$ cat config.mk
export PLATFORM = sky130hd
export DESIGN_NAME = seg_scan_display_flat
export DESIGN_NICKNAME = d
export VERILOG_FILES = /design/src/rtl/seg_scan_display_if.sv /design/src/rtl/seg_scan_display.sv /design/src/flat_wrapper.sv
export SDC_FILE = /design/constraint.sdc
export NUM_CORES = 1
export LEC_CHECK = 0
export BUFFER_PORTS_ARGS = -buffer_cell sky130_fd_sc_hd__buf_4
export CAP_MARGIN = 20
export CORE_AREA = 5 5 51 75
export CTS_CLUSTER_DIAMETER = 200
export CTS_CLUSTER_SIZE = 28
export DETAILED_ROUTE_END_ITERATION = 12
export DIE_AREA = 0 0 56 80
export GPL_ROUTABILITY_DRIVEN = 1
export HOLD_SLACK_MARGIN = 0.08
export PLACE_DENSITY = 0.7
export SETUP_SLACK_MARGIN = 0.2
export SLEW_MARGIN = 20
export SYNTH_ARGS = -nofsm -noshare
export SYNTH_HDL_FRONTEND = slang
export SYNTH_SLANG_ARGS = --single-unit
$ cat constraint.sdc
create_clock -name clkdv -period 4 [get_ports clkdv]
set_input_delay 0.2 -clock clkdv [delete_from_list [all_inputs] [get_ports clkdv]]
set_output_delay 0.2 -clock clkdv [all_outputs]
set_load 0.1 [all_outputs]
$ cat src/rtl/seg_scan_display_if.sv
// rtl/seg_scan_display_if.sv - receive-path and display bus for seg_scan_display
//
// Purpose: groups the UART byte handshake and the scan outputs so the scan
// controller exposes a single bus port beside its clock and reset.
// Signals:
//   rx_valid    one-cycle strobe, rx_data valid this cycle   (master -> slave)
//   rx_data     received byte                                (master -> slave)
//   hold        1 freezes the history buffer against strobes (master -> slave)
//   clear       synchronous history buffer clear             (master -> slave)
//   an          active-low anodes, bit i drives digit i      (slave -> master)
//   out         nibble for the selected digit                (slave -> master)
//   digit_sel   index of the digit in the current slot       (slave -> master)
//   frame_start pulse on first cycle of the MSD slot         (slave -> master)

interface seg_scan_display_if #(
    parameter int NUM_DIGITS = 4
);
    localparam int SEL_W = (NUM_DIGITS > 1) ? $clog2(NUM_DIGITS) : 1;

    logic                  rx_valid;
    logic [7:0]            rx_data;
    logic                  hold;
    logic                  clear;
    logic [NUM_DIGITS-1:0] an;
    logic [3:0]            out;
    logic [SEL_W-1:0]      digit_sel;
    logic                  frame_start;

    modport master (
        output rx_valid, rx_data, hold, clear,
        input  an, out, digit_sel, frame_start
    );

    modport slave (
        input  rx_valid, rx_data, hold, clear,
        output an, out, digit_sel, frame_start
    );
endinterface

$ cat src/rtl/seg_scan_display.sv
// rtl/seg_scan_display.sv - multiplexed seven-segment scan controller for received bytes
//
// Purpose: captures received bytes into a scrolling nibble history and scans
// that history onto NUM_DIGITS common-anode digits, each slot being BLANK
// cycles with all anodes off followed by DWELL cycles with one anode on.
// Ports:
//   clkdv  divided display clock
//   reset  asynchronous, active-high
//   bus    seg_scan_display_if.slave (rx_valid, rx_data, hold, clear in;
//          an, out, digit_sel, frame_start out)

module seg_scan_display #(
    parameter int NUM_DIGITS = 4,
    parameter int BLANK      = 2,
    parameter int DWELL      = 2,
    parameter int LZ_BLANK   = 0
) (
    input  logic             clkdv,
    input  logic             reset,
    seg_scan_display_if.slave bus
);
    localparam int SLOT = BLANK + DWELL;
    // SLOT is at least 2, so this is at least one bit and holds SLOT-1.
    localparam int CW   = $clog2(SLOT);
    localparam int BW   = NUM_DIGITS * 4;
    localparam int SW   = (NUM_DIGITS > 1) ? $clog2(NUM_DIGITS) : 1;

    localparam logic [SW-1:0] LAST_DIG  = SW'(NUM_DIGITS - 1);
    localparam logic [CW-1:0] BLANK_END = CW'(BLANK - 1);
    localparam logic [CW-1:0] SLOT_END  = CW'(SLOT - 1);

    // ST_IDLE only exists between reset release and the first edge, so the
    // first edge after reset always opens the MSD slot.
    typedef enum logic [1:0] {
        ST_IDLE  = 2'd0,
        ST_BLANK = 2'd1,
        ST_ON    = 2'd2
    } state_t;

    state_t                state_q, state_d;
    logic [CW-1:0]         timer_q, timer_d;
    logic [SW-1:0]         sel_q, sel_d;
    logic [3:0]            out_q, out_d;
    logic [NUM_DIGITS-1:0] an_q, an_d;
    logic                  fs_q, fs_d;
    logic                  sup_q, sup_d;
    logic [BW-1:0]         buf_q, buf_d;

    logic [SW-1:0]         next_sel;
    logic [3:0]            next_nib;
    logic                  next_sup;
    logic [NUM_DIGITS-1:0] an_lit;
    logic                  slot_start;

    // Snapshot for the slot that would start on this edge. It reads buf_q,
    // i.e. the buffer before any capture happening on the same edge.
    always_comb begin
        next_sel = (state_q == ST_IDLE || sel_q == '0) ? LAST_DIG : (sel_q - SW'(1));
        next_nib = 4'h0;
        next_sup = (LZ_BLANK != 0) && (next_sel != '0);
        for (int i = 0; i < NUM_DIGITS; i++) begin
            if (SW'(i) == next_sel) begin
                next_nib = buf_q[i*4 +: 4];
            end
            // Any non-zero nibble at or above the digit means it is significant.
            if (SW'(i) >= next_sel && buf_q[i*4 +: 4] != 4'h0) begin
                next_sup = 1'b0;
            end
        end
    end

    // Anode pattern for the ON phase of the current slot: only the selected
    // digit is driven low.
    always_comb begin
        an_lit = '1;
        for (int i = 0; i < NUM_DIGITS; i++) begin
            if (SW'(i) == sel_q) begin
                an_lit[i] = 1'b0;
            end
        end
    end

    // Scan FSM next-state and registered-output values.
    always_comb begin
        state_d    = state_q;
        timer_d    = timer_q + CW'(1);
        sel_d      = sel_q;
        out_d      = out_q;
        an_d       = an_q;
        fs_d       = 1'b0;
        sup_d      = sup_q;
        slot_start = 1'b0;

        case (state_q)
            ST_IDLE: begin
                slot_start = 1'b1;
            end
            ST_BLANK: begin
                if (timer_q == BLANK_END) begin
                    state_d = ST_ON;
                    an_d    = sup_q ? '1 : an_lit;
                end
            end
            ST_ON: begin
                if (timer_q == SLOT_END) begin
                    slot_start = 1'b1;
                end
            end
            default: begin
                slot_start = 1'b1;
            end
        endcase

        if (slot_start) begin
            state_d = ST_BLANK;
            timer_d = '0;
            sel_d   = next_sel;
            out_d   = next_nib;
            an_d    = '1;
            fs_d    = (next_sel == LAST_DIG);
            sup_d   = next_sup;
        end
    end

    // History buffer: clear beats a same-cycle strobe; hold only blocks strobes.
    always_comb begin
        buf_d = buf_q;
        if (bus.clear) begin
            buf_d = '0;
        end else if (bus.rx_valid && !bus.hold) begin
            buf_d      = buf_q << 8;
            buf_d[7:0] = bus.rx_data;
        end
    end

    always_ff @(posedge clkdv or posedge reset) begin
        if (reset) begin
            state_q <= ST_IDLE;
            timer_q <= '0;
            sel_q   <= LAST_DIG;
            out_q   <= 4'h0;
            an_q    <= '1;
            fs_q    <= 1'b0;
            sup_q   <= 1'b0;
            buf_q   <= '0;
        end else begin
            state_q <= state_d;
            timer_q <= timer_d;
            sel_q   <= sel_d;
            out_q   <= out_d;
            an_q    <= an_d;
            fs_q    <= fs_d;
            sup_q   <= sup_d;
            buf_q   <= buf_d;
        end
    end

    assign bus.an          = an_q;
    assign bus.out         = out_q;
    assign bus.digit_sel   = sel_q;
    assign bus.frame_start = fs_q;

endmodule

$ cat src/flat_wrapper.sv
// flat-port wrapper written by rule: the top's interface ports become plain ports
module seg_scan_display_flat 
#(
    parameter int NUM_DIGITS = 4,
    parameter int BLANK      = 2,
    parameter int DWELL      = 2,
    parameter int LZ_BLANK   = 0
)
  (clkdv, reset, bus_rx_valid, bus_rx_data, bus_hold, bus_clear, bus_an, bus_out, bus_digit_sel, bus_frame_start);
  seg_scan_display_if #(.NUM_DIGITS(NUM_DIGITS)) bus_i ();
  input  logic clkdv;
  input  logic reset;
  input wire logic [$bits(bus_i.rx_valid)-1:0] bus_rx_valid;
  input wire logic [$bits(bus_i.rx_data)-1:0] bus_rx_data;
  input wire logic [$bits(bus_i.hold)-1:0] bus_hold;
  input wire logic [$bits(bus_i.clear)-1:0] bus_clear;
  output wire logic [$bits(bus_i.an)-1:0] bus_an;
  output wire logic [$bits(bus_i.out)-1:0] bus_out;
  output wire logic [$bits(bus_i.digit_sel)-1:0] bus_digit_sel;
  output wire logic [$bits(bus_i.frame_start)-1:0] bus_frame_start;
  assign bus_i.rx_valid = bus_rx_valid;
  assign bus_i.rx_data = bus_rx_data;
  assign bus_i.hold = bus_hold;
  assign bus_i.clear = bus_clear;
  assign bus_an = bus_i.an;
  assign bus_out = bus_i.out;
  assign bus_digit_sel = bus_i.digit_sel;
  assign bus_frame_start = bus_i.frame_start;
  seg_scan_display #(.NUM_DIGITS(NUM_DIGITS), .BLANK(BLANK), .DWELL(DWELL), .LZ_BLANK(LZ_BLANK)) u_core (.clkdv(clkdv), .reset(reset), .bus(bus_i));
endmodule
### Word level (Yosys, flattened, before mapping)

Cells that the tools add are included.

* add/sub/neg operators: 2
* multiply operators: 0
* div/mod/pow operators: 0
* $lt $le $gt $ge: 0
* equality and inequality tests: 11
* shift-type cells: 0
* multiplexer cells: 21
* bitwise gates (word level): 0
* reduce and logical (&&, ||, !) cells: 10

Operators with widths (count)
* 16-bit 2-to-1 mux: 2
* 4-bit 2-to-1 mux: 7
* 2-bit 2-to-1 mux: 5
* 2-bit equality test (first input constant): 4
* 2-bit equality test (second input constant): 3
* 2-bit logical NOT: 3
* 1-bit 2-to-1 mux: 6
* 2-bit nonzero test: 3
* 1-bit by 2-bit equality test with 1-bit output (first input constant): 2
* 2-bit by 1-bit equality test with 1-bit output (second input constant): 2
* 2-bit by 1-bit adder with 2-bit output (second input constant): 1
* 1-bit one-hot mux with 2 select lines: 1
* 2-bit AND reduction: 1
* 2-bit by 1-bit subtractor with 2-bit output (second input constant): 1
* 1-bit logical AND: 1
* 1-bit logical NOT: 1
* 1-bit logical OR: 1

* register bits: 31
* bits in latches: 0
* bits in writable memories: 0
* bits in read-only memories: 0
* input bits: 13
* memories: 0

### Longest topological paths before layout

* word-level depth: 8
* depth in mapped cells: 8

### Least setup slack after synthesis

OpenSTA, ideal clock, no wires.

* kind: register to register
* start point: register u_core.sel_q[0] (netlist: u_core.bus.digit_sel[0])
* end point: register u_core.out_q[1] (netlist: u_core.bus.out[1])
* setup time: 0.134 ns
* arrival time: 2.262 ns
* data required time: 3.866 ns
* path slack: 1.605 ns
* stages on the path, launching flop included: 8
* buffers on the path: 2
* clock period less this slack: 2.395 ns
* path through: dfstp_2 -> buf_2 -> inv_1 -> ha_1 -> buf_2 -> and3_1 -> a2111oi_0 -> o21ai_1

* cells in the longest elaborated chain, start to end: 8

RTL lines
* start: declaration: RTL line seg_scan_display.sv:42 `logic [SW-1:0] sel_q, sel_d;`
* start signal: assignment: RTL line seg_scan_display.sv:149 `sel_q <= sel_d;`
* parallel branches: the longest is 2 deep, another holds 2-bit by 1-bit subtractor with 2-bit output
* 2-bit 2-to-1 mux (*): RTL line seg_scan_display.sv:58 `next_sel = (state_q == ST_IDLE || sel_q == '0) ? LAST_DIG : (sel_q - SW'(1));`
* 2-bit logical NOT: RTL line seg_scan_display.sv:62 `if (SW'(i) == next_sel) begin`
* 4-bit 2-to-1 mux (3 in a row): RTL line seg_scan_display.sv:62
* 4-bit 2-to-1 mux (*): RTL line seg_scan_display.sv:62
* end signal: assignment: RTL line seg_scan_display.sv:150 `out_q <= out_d;`
* end: declaration: RTL line seg_scan_display.sv:43 `logic [3:0] out_q, out_d;`

Mark *: on every way between the ends.
A chain may end at the register's enable or synchronous reset.

### Worst setup path after layout

Ends and elaborated chain as after synthesis.

==> flow_summary.json <==
{
  "status": "complete, no violations",
  "use_met2_pct": 27.9,
  "num-fill-cells": 281,
  "finClkSkew_ns": 0.00148,
  "numPlacedInstances": 221,
  "yosysTopAreaCell": "dfrtp_1",
  "dieArea_um2": 4480,
  "rsz0062_at_grt": "no",
  "clock_latency_ns": 0.28,
  "synth_nets": 187,
  "grt_util_met1_pct": 16.7,
  "leakage_nw": 0.818,
  "cts.sinks": 31,
  "worstHoldPathCells": 3,
  "start_util_pct": 48.1,
  "drt-initial-drc-count": 24,
  "placement.io_buffers": 23,
  "synth.area.top_cells": "dfrtp_1 42%, dfstp_2 11%, nand2_1 11%",
  "min_period_ns": 2.12,
  "busiest_layer": "met2",
  "whs_ns": 0.159,
  "vias": 1187,
  "required_ns": 4.15,
  "yosysWarnings": 0,
  "htreeDepth": 2,
  "finalSetupTns_ns": 0,
  "cts_tree": "built",
  "routed_wl_um": 3010,
  "ys_ff_latch": 31,
  "cts_setup_buffers": 0,
  "grt_pass1_wl_um": 5320,
  "avgViaCountPerCell": 5.16,
  "cts_made_buffers": 5,
  "power_density_nw_per_um2": 350,
  "met3_usage_pct": 3.56,
  "critPathKind": "register to register",
  "finalHoldViolCount": 0,
  "grt_usage_pct": 15.3,
  "gp_congestion": 0.829,
  "ys_types": 30,
  "grt_antenna_before_repair": 0,
  "nNetsFinal": 208,
  "clk_pin_slew_ns": 0.06,
  "maxCapViolCount": 0,
  "firstDrtPassIters": 4,
  "design.core.area_um2": 3100,
  "drive_gt1_share_pct": 21.6,
  "num_antenna_cells": 0,
  "maxSlewViolCount": 0,
  "fmax_mhz": 471,
  "syn_area_um2": 1490,
  "post-route-period-util_pct": 53.1,
  "grt_max_degree": 32,
  "fin_util_pct": 57.5,
  "die_h_um": 80,
  "critPathMaxFanout": 15,
  "ir_drop_v": 0.000302,
  "cts_buffer_depth": 2,
  "critPathCaptureType": "register",
  "wl_per_cell_um": 13.1,
  "fin_cells": 230,
  "synthCells": 168,
  "synth_top_area_share_pct": 42.0,
  "io_pins": 24,
  "yosysSeqAreaShare_pct": 52.6,
  "hpwl_um": 2270,
  "syn_to_final_growth_pct": 19.7,
  "root_buffer": "clkbuf_8",
  "hold_class": "input pin to register",
  "finalPower_w": 0.000624,
  "tightest_slew_ns": 1.02,
  "syn-mean-instance-area_um2": 8.86,
  "dieWidth_um": 56,
  "finalSetupViolations": 0,
  "r2r_cells": 5,
  "grt_pass1_vias": 1180,
  "start_kind": "register",
  "overflow": 0,
  "drc_errors": 0,
  "slew_headroom_pct": 32.0,
  "fp-row-count": 25,
  "worstPathArrival_ns": 2.27,
  "ant_nets": 0
}
## registers in the layout, indices dropped and copies added, names as in the netlist
register	cells
u_core.buf_q	16
u_core.bus.an	4
u_core.bus.out	4
u_core.bus.digit_sel	2
u_core.state_q	2
u_core.timer_q	2
u_core.bus.frame_start	1
## per-layer routing
| layer | vias to the layer above | routed length (µm) | share of wire, % |
|---|---|---|---|
| met5 | - | 0 | 0 |
| met4 | 0 | 44 | 1.5 |
| met3 | 5 | 144 | 4.8 |
| met2 | 21 | 1650 | 55 |
| met1 | 566 | 1160 | 39 |
| li1 | 595 | - | - |
## cell families after synthesis
kind of cell | after synthesis | synth area share [%]
simple gates | 67 | 19.9
compound gates | 43 | 15.8
flops | 31 | 52.6
buf+inv | 19 | 5.21
fa+ha+maj | 6 | 5.04
mux | 2 | 1.43
## placed cells by master, fill, tap and decap left out, types with 2 or more instances in the layout
cell / synthesis / layout
a2111oi_0: 2 / 2
a21oi_1: 24 / 24
a22oi_1: 2 / 2
and3_1: 3 / 3
buf_4: 0 / 24
clkbuf_8: 0 / 7
dfrtp_1: 25 / 25
dfstp_2: 6 / 6
ha_1: 6 / 6
inv_1: 8 / 8
nand2_1: 42 / 42
nand2b_1: 2 / 2
nor2_1: 11 / 11
o21ai_0: 9 / 9
o21ai_1: 3 / 3
## through the flow
step / area (µm²) / setup slack, ns
3_3_place_gp: 1670 / 1.97
4_1_cts: 1780 / 1.86
3_5_place_dp: 1670 / 1.87
5_1_grt: 1780 / 1.68
2_1_floorplan: 1490 / 1.60
6_report: 1780 / 1.88
## final timing paths
path | start | end | slack [ns]
worst max-delay path | u_core.bus.digit_sel[0]$_DFFE_PP1P_ | u_core.bus.out[1]$_DFFE_PP0P_ | 1.88
worst min-delay path | bus_rx_data[2] | u_core.buf_q[2]$_DFFE_PP0P_ | 0.16
worst max register to register | u_core.bus.digit_sel[0]$_DFFE_PP1P_ | u_core.bus.out[1]$_DFFE_PP0P_ | 1.88
worst min register to register | u_core.timer_q[0]$_DFF_PP0_ | u_core.timer_q[0]$_DFF_PP0_ | 0.47
max in group asynchronous | reset | u_core.bus.an[2]$_DFFE_PP1P_ | 3.12
min in group asynchronous | reset | u_core.buf_q[2]$_DFFE_PP0P_ | 0.55
## Yosys cell counts, drive strengths merged
cell	instances
mux2	1
dfstp	6
o21bai	1
mux2i	1
nand2	43
nor4	1
and3	3
nor3b	1
nor2	11
and2b	1
clkbuf	4
a21oi	24
a2111oi	2
ha	6
nor2b	1
a32oi	1
a22oi	2
or2	1
and2	1
o22ai	1
and3b	1
inv	8
dfrtp	25
nand2b	2
buf	7
or3b	1
o21ai	12
## power by group
group / total, W / internal [W] / switching, W
registers: 0.000323 / 0.000319 / 0.00000392
clock network: 0.000263 / 0.000157 / 0.000106
logic: 0.0000373 / 0.0000140 / 0.0000233
## final cells by class
cell class | count | area [µm²] | area share (%)
sequential | 31 | 783 | 44.0
multi-input combinational | 118 | 628 | 35.3
timing repair buffer | 25 | 190 | 10.7
clock buffer | 8 | 100 | 5.62
tap | 40 | 50.0 | 2.81
inverter | 8 | 30.0 | 1.69
## worst max-delay path, cell delays in order, from the launching register on
cell and delay, ns:
dfstp_2 0.67, inv_1 0.12, ha_1 0.49, nor3b_1 0.13
a2111oi_0 0.46, o21ai_1 0.13
## repair_timing
| item | 4_1_cts | 5_1_grt |
|---|---|---|
| setup endpoints to repair | 0 | 0 |
| hold buffers | 1 | 0 |
| gates resized for setup | 0 | 0 |
| endpoints found under the hold margin | 25 | 0 |
Note: power is estimated with default switching activity, not from simulation.
